--- src/rtl/seq_pattern_tx.sv ---
// rtl/seq_pattern_tx.sv - serial pattern transmitter, PAT_W-bit pattern MSB-first, rep_cnt repetitions
//
// Optional feature macro: SEQ_PATTERN_TX_GAP_EN
//   defined   : one idle (GAP) cycle with busy=1 between repetitions
//   undefined : repetitions are sent back-to-back
//
// Ports:
//   clk        rising-edge clock
//   rst        synchronous active-high reset
//   start      burst request, sampled only in IDLE
//   rep_cnt    number of pattern repetitions, sampled with start
//   abort      terminate burst at the next edge
//   busy       burst in progress
//   data_out   serial bit, 0 when data_valid=0
//   data_valid data_out carries a pattern bit
//   done       one-cycle pulse on the final bit of a completed burst

module seq_pattern_tx #(
  parameter int               PAT_W = 3,
  parameter logic [PAT_W-1:0] PAT   = 3'b101,
  parameter int               CNT_W = 4
) (
  input  logic             clk,
  input  logic             rst,
  input  logic             start,
  input  logic [CNT_W-1:0] rep_cnt,
  input  logic             abort,
  output logic             busy,
  output logic             data_out,
  output logic             data_valid,
  output logic             done
);

  localparam int               IDX_W    = (PAT_W > 1) ? $clog2(PAT_W) : 1;
  localparam logic [IDX_W-1:0] LAST_IDX = IDX_W'(PAT_W - 1);
  localparam logic [CNT_W-1:0] ONE_REP  = CNT_W'(1);

  typedef enum logic [1:0] {
    IDLE  = 2'd0,
`ifdef SEQ_PATTERN_TX_GAP_EN
    GAP   = 2'd2,
`endif
    SHIFT = 2'd1
  } state_t;

  state_t           state, state_n;
  logic [IDX_W-1:0] bit_idx, bit_idx_n;
  logic [CNT_W-1:0] reps_left, reps_n;
  logic             busy_n, valid_n, data_n, done_n;

  always_ff @(posedge clk) begin
    if (rst) begin
      state      <= IDLE;
      bit_idx    <= '0;
      reps_left  <= '0;
      busy       <= 1'b0;
      data_out   <= 1'b0;
      data_valid <= 1'b0;
      done       <= 1'b0;
    end else begin
      state      <= state_n;
      bit_idx    <= bit_idx_n;
      reps_left  <= reps_n;
      busy       <= busy_n;
      data_out   <= data_n;
      data_valid <= valid_n;
      done       <= done_n;
    end
  end

  always_comb begin
    state_n   = state;
    bit_idx_n = bit_idx;
    reps_n    = reps_left;
    case (state)
      IDLE: begin
        if (start && !abort && (rep_cnt != '0)) begin
          state_n   = SHIFT;
          bit_idx_n = LAST_IDX;
          reps_n    = rep_cnt;
        end
      end
      SHIFT: begin
        if (abort) begin
          state_n   = IDLE;
          bit_idx_n = '0;
          reps_n    = '0;
        end else if (bit_idx != '0) begin
          bit_idx_n = bit_idx - IDX_W'(1);
        end else if (reps_left != ONE_REP) begin
          // reps_left counts the repetition in flight, so it is decremented
          // when moving on to the next one and never reaches 0 in SHIFT.
          reps_n = reps_left - ONE_REP;
`ifdef SEQ_PATTERN_TX_GAP_EN
          state_n = GAP;
`else
          bit_idx_n = LAST_IDX;
`endif
        end else begin
          state_n = IDLE;
          reps_n  = '0;
        end
      end
`ifdef SEQ_PATTERN_TX_GAP_EN
      GAP: begin
        if (abort) begin
          state_n   = IDLE;
          bit_idx_n = '0;
          reps_n    = '0;
        end else begin
          state_n   = SHIFT;
          bit_idx_n = LAST_IDX;
        end
      end
`endif
      default: begin
        state_n   = IDLE;
        bit_idx_n = '0;
        reps_n    = '0;
      end
    endcase

    // Outputs are decoded from the next-state values so they can be
    // registered without adding a cycle of latency.
    busy_n  = (state_n != IDLE);
    valid_n = (state_n == SHIFT);
    data_n  = valid_n & PAT[bit_idx_n];
    done_n  = valid_n && (bit_idx_n == '0) && (reps_n == ONE_REP);
  end

endmodule

--- config.mk ---
export PLATFORM = sky130hd
export DESIGN_NAME = seq_pattern_tx
export DESIGN_NICKNAME = d
export VERILOG_FILES = /design/src/rtl/seq_pattern_tx.sv
export SDC_FILE = /design/constraint.sdc
export NUM_CORES = 1
export LEC_CHECK = 0
export CAP_MARGIN = 40
export CORE_MARGIN = 2
export CORE_UTILIZATION = 25
export DETAILED_ROUTE_END_ITERATION = 6
export PLACE_DENSITY = 0.41
export SYNTH_ARGS = -nofsm -noshare
export SYNTH_HDL_FRONTEND = slang
export SYNTH_SLANG_ARGS = --single-unit
export TNS_END_PERCENT = 10
--- constraint.sdc ---
create_clock -name clk -period 2.7 [get_ports clk]
set_clock_uncertainty 0.2 [all_clocks]
set_input_delay 0.81 -clock clk [delete_from_list [all_inputs] [get_ports clk]]
set_output_delay 0.81 -clock clk [all_outputs]
set_load 0.01 [all_outputs]
==> results of run 1 <==
## per-stage QoR
step / setup WS [ps] / hold WS (ps) / total power, uW / setup TNS, ps
6_report: 72.6 / 414 / 400 / 0
3_3_place_gp: -211 / 429 / 251 / -681
5_1_grt: 6.00 / 428 / 419 / 0
4_1_cts: 61.1 / 393 / 403 / 0
2_1_floorplan: 308 / 309 / 218 / 0
3_5_place_dp: -239 / 372 / 250 / -832
## layout by cell type, fill, tap and decap left out, types with 2 or more instances in the layout
master / count
a211oi_1: 3
a21oi_1: 3
a22oi_1: 2
buf_4: 13
clkbuf_4: 3
clkdlybuf4s50_1: 11
dfxtp_1: 12
ha_1: 2
inv_1: 5
mux2i_1: 2
nand2_1: 4
nand3_1: 2
nor2_1: 3
nor3_1: 4
nor4b_4: 2
or3b_2: 2
## state kept, by name, indices dropped and copies added (netlist names)
name / count
reps_left: 4
bit_idx: 2
state: 2
busy: 1
data_out: 1
data_valid: 1
done: 1
## where the power goes
group	internal (uW)	switching [uW]
clock network	82.2	70.7
registers	181	7.17
logic	34.5	25.3
total	297	103
## logic make-up (layout without fill, tap and decap cells)
| logic type | count (synthesis) | after routing | share of synthesized area (%) |
|---|---|---|---|
| fa+ha+maj | 2 | 2 | 3.78 |
| mux | 2 | 2 | 3.02 |
| buf+inv | 7 | 33 | 4.16 |
| compound gates | 20 | 20 | 24.8 |
| simple gates | 24 | 24 | 27.4 |
| other cells | 1 | 1 | 0.567 |
| flops | 12 | 12 | 36.3 |
## layer usage
layer	track usage [%]	vias up
met5	0	-
met4	4.18	0
met3	4.92	5
met2	19.0	25
met1	14.8	291
li1	-	309
## cell type report
type / count / area (sq um)
Timing Repair Buffer: 24 / 208
Sequential cell: 12 / 240
Multi-Input combinational cell: 49 / 405
Clock buffer: 4 / 36.3
Tap cell: 30 / 37.5
Inverter: 5 / 18.8
Fill cell: 264 / 1550
## worst paths after layout
check / from / end / slack (ps)
worst max-delay path: rep_cnt[0] / done$_SDFF_PP0_ / 70
worst min-delay path: reps_left[3]$_SDFF_PP0_ / reps_left[3]$_SDFF_PP0_ / 410
worst max register to register: reps_left[1]$_SDFF_PP0_ / done$_SDFF_PP0_ / 460
worst min register to register: reps_left[3]$_SDFF_PP0_ / reps_left[3]$_SDFF_PP0_ / 410
## worst max-delay path: stages
cell	delay, ps
clkdlybuf4s50_1	440
or4_4	580
a311oi_4	350
a21oi_1	130
and2_4	170
nor4b_4	120
==> results.ini, run 1 <==
[route]
wl_mm = 1.72
maxUsedRoutingLayer = met4
num_vias = 630
antenna_left = 0
drc = 0
dr.pass1.iters = 4
vias_per_cell = 5.08
drtIter0Drc = 45
wl_met3_um = 138
wl_met2_um = 810
wl_per_cell_um = 13.9
wl_met1_um = 746

[floorplanning]
initial_core_util_pct = 26.5
coreArea_sq_um = 2500
fp.dieW_um = 55.5
dieArea_sq_um = 3080
die_y_um = 55.5
ioPinCount = 12
placementRows = 18

[power_and_ir_drop]
power.leakage_uw = 0.000354
max-vdd-ir-drop_mv = 0.337
power_density_nw_per_um2 = 423

[logic_synthesis]
synth_edf_count = 0
synth_top_area_cell = dfxtp_1
netlist_area_sq_um = 662
synth_common_cells = dfxtp_1 (12), inv_1 (5), nand2_1 (4), nor3_1 (4)
async_reset_ff_share_pct = 0
ys_ff_latch = 12
ys_warn_count = 0
seq_area_frac_synth_pct = 36.3
synth_area_leaders = dfxtp_1 (36%), nor4b_4 (7.2%), ha_1 (3.8%), a211oi_1 (3.4%), mux2i_1 (3.0%)
syn_nets = 78
synth_most_common_cell = dfxtp_1
yosys.area.top_type_share_pct = 36.3
synth_ff_type = dfxtp_1
synthCells = 68
syn_avg_cell_area_sq_um = 9.73
post_synth_num_cell_types = 35

[cts]
cts_hold_buf = 0
path_clk_slew_ps = 80
root_buffer = clkbuf_4
cts_tree = built
numCtsBuffers = 3
cts_buffer_depth = 2
post_cts.repair.setup_buffers = 0
post_cts_resized = 0
cts_sinks = 12
clock_latency_ps = 280
h-tree-depth = 1

[layout]
final_nets = 105
utilization_pct = 37.8
antenna_cells = 0
area_delta_synth_final_pct = 42.9
stdcell_count = 124
drive_gt1_share_pct = 29.8
fin_area_sq_um = 946

[global_routing]
grt_pass1_wl_mm = 2.79
grt_antenna_before_repair = 0
grt_overflow = 0
grt_pass1_vias = 604
grt_max_degree = 13
grt.total_usage_pct = 12.1

[timing]
fmax_mhz = 381
fin_crit_ps = 2630
setup_viol = 0
hold_viol_final = 0
worstMarginPinSlew_ps = 586
grt_setup_unrepaired = false
slew_violations = 0
post-route-period-util_pct = 97.3
slew_headroom_pct = 60.9

[placement]
place_area_sq_um = 898
dp_hpwl_mm = 1.28
dp.cells = 120
io_buffers = 11
gp_congestion = 0.829

[worst_setup_path]
path_class = in2reg
setup.worst_path.start_class = input pin
crit_fanout = 3
arrival_ps = 2610
endpoint_kind = flip-flop
crit_required_ps = 2680
ff2ff_path_depth = 7

[hold_path]
hp-class = reg2reg
hold_path_depth = 2

[outcome]
status = finished, final reports clean

[run]
max_cap_violations = 0

No activity file was read; power rests on OpenSTA's default activity.
==> inputs of run 2 (changes only) <==
--- a/config.mk
+++ b/config.mk
@@ -7,9 +7,10 @@
 export LEC_CHECK = 0
 export CAP_MARGIN = 40
 export CORE_MARGIN = 2
-export CORE_UTILIZATION = 25
+export CORE_UTILIZATION = 41
 export DETAILED_ROUTE_END_ITERATION = 6
-export PLACE_DENSITY = 0.41
+export PLACE_DENSITY = 0.62
+export SETUP_SLACK_MARGIN = 0.5
 export SYNTH_ARGS = -nofsm -noshare
 export SYNTH_HDL_FRONTEND = slang
 export SYNTH_SLANG_ARGS = --single-unit
==> run 2 against run 1 <==
Effect of this change:
- non-clock buffer count grew 4
- cell count shrank 8.1%
- maximum frequency grew 14%
- sequential power is essentially flat
- count of clock-buffer cells in the layout is the same
- first-iteration DRC count shrank 47%
- critical endpoint unchanged
- largest cell class unchanged
==> results.ini, run 2 (synthesis results as in run 1) <==
[cts]
numCtsBuffers = 3
cts_buffer_depth = 2
cts_sinks = 12
cts_hold_buf = 0
path_clk_slew_ps = 80
clock_latency_ps = 290
cts_tree = built
h-tree-depth = 1
root_buffer = clkbuf_4

[timing]
hold_viol_final = 0
fmax_mhz = 435
post-route-period-util_pct = 85.1
fin_crit_ps = 2300
slew_headroom_pct = 57.6
grt_setup_unrepaired = true
setup_viol = 0
worstMarginPinSlew_ps = 636
slew_violations = 0

[global_routing]
grt.total_usage_pct = 21.4
grt_pass1_vias = 659
grt_overflow = 0
grt_max_degree = 13
grt_antenna_before_repair = 0
grt_pass1_wl_mm = 3.05

[placement]
dp_hpwl_mm = 1.13
io_buffers = 11
gp_congestion = 0.809
place_area_sq_um = 881
dp.cells = 106

[run]
max_cap_violations = 0

[worst_setup_path]
r2r_end = done$_SDFF_PP0_
worst-r2r-setup-slack_ps = 470
reg2reg_from = reps_left[1]$_SDFF_PP0_
crit_required_ps = 2700
setup.worst_path.start_class = input pin
endpoint_kind = flip-flop
arrival_ps = 2290
path_class = in2reg
ff2ff_path_depth = 7
crit_fanout = 3

[hold_path]
hold_path_end = reps_left[3]$_SDFF_PP0_
hold_path_depth = 2
min_from = reps_left[3]$_SDFF_PP0_
hp-class = reg2reg

[route]
wl_per_cell_um = 16.7
drtIter0Drc = 24
num_vias = 676
drc = 0
antenna_left = 0
wl_mm = 1.90
dr.pass1.iters = 4
vias_per_cell = 5.93

[layout]
layout_common_cells = buf_4 (16), dfxtp_1 (12), inv_1 (5), clkdlybuf4s50_1 (5), nor3_1 (4)
layout_commonest_cell = buf_4
fin_area_sq_um = 1020
final_nets = 109
stdcell_count = 114
area_delta_synth_final_pct = 54.6
antenna_cells = 0
largest_reg_flops = 4
drive_gt1_share_pct = 42.9
top_register = reps_left
fillers = 121
reg.largest.list = reps_left (4), bit_idx (2), state (2)
utilization_pct = 67.9

[power_and_ir_drop]
max-vdd-ir-drop_mv = 0.250
power.leakage_uw = 0.000401
power_density_nw_per_um2 = 404

[floorplanning]
die_y_um = 44.2
fp.dieW_um = 44.2
initial_core_util_pct = 43.9
placementRows = 14
ioPinCount = 12
dieArea_sq_um = 1950
coreArea_sq_um = 1510

[outcome]
status = finished, final reports clean

[run 2: worst max path at each step]
stage	start	endpoint	slack, ps	depth (start not counted)
2_1_floorplan	rep_cnt[0]	done$_SDFF_PP0_	350	5
3_3_place_gp	rep_cnt[0]	done$_SDFF_PP0_	-140	6
3_5_place_dp	rep_cnt[0]	done$_SDFF_PP0_	-210	6
4_1_cts	rep_cnt[2]	done$_SDFF_PP0_	420	6
5_1_grt	rep_cnt[0]	done$_SDFF_PP0_	360	7
6_report	rep_cnt[2]	done$_SDFF_PP0_	400	6
[run 2: final cells by class]
class / instances / area, sq um / area share, %
multi-input cells: 49 / 475 / 46.5
flip-flops and latches: 12 / 240 / 23.5
repair buffers: 28 / 233 / 22.7
clock buffers: 4 / 36.3 / 3.55
well taps: 16 / 20.0 / 1.96
inverters: 5 / 18.8 / 1.83
[run 2: power breakdown]
group	leakage [uW]	total, uW	switching (uW)	internal [uW]
Combinational	0.000283	71.2	31.9	39.2
Sequential	0.0000974	189	8.03	181
Clock	0.0000210	154	71.5	82.1
[run 2: worst max-delay path, cell delays in order]
cell and delay (ps):
buf_6 90, or4_4 570, a221oi_4 300, nand2_1 100, o211a_4 160, nor4b_4 260
[run 2: per-layer routing]
metal  wire length, um  share of wire, %  global-route usage (%)
met2               950                50                    33.8
met3               181               9.5                    5.71
met5                 0                 0                       0
met1               738                39                    27.8
met4                29               1.5                    8.48
[run 2: stage by stage]
step / setup slack, ps / total power (uW) / hold slack (ps) / setup TNS [ps]
detailed placement: -209 / 249 / 370 / -522
finish: 403 / 413 / 457 / 0
global route: 362 / 428 / 481 / 0
CTS: 421 / 409 / 413 / 0
global placement: -137 / 249 / 373 / -352
floorplan: 354 / 218 / 309 / 0
[run 2: repair_timing]
action	in CTS	in global routing
hold endpoints to repair	0	0
setup endpoints to repair	10	4
gates cloned	0	0
buffers inserted	4	0
pin swaps	11	4
gates resized for setup	31	3
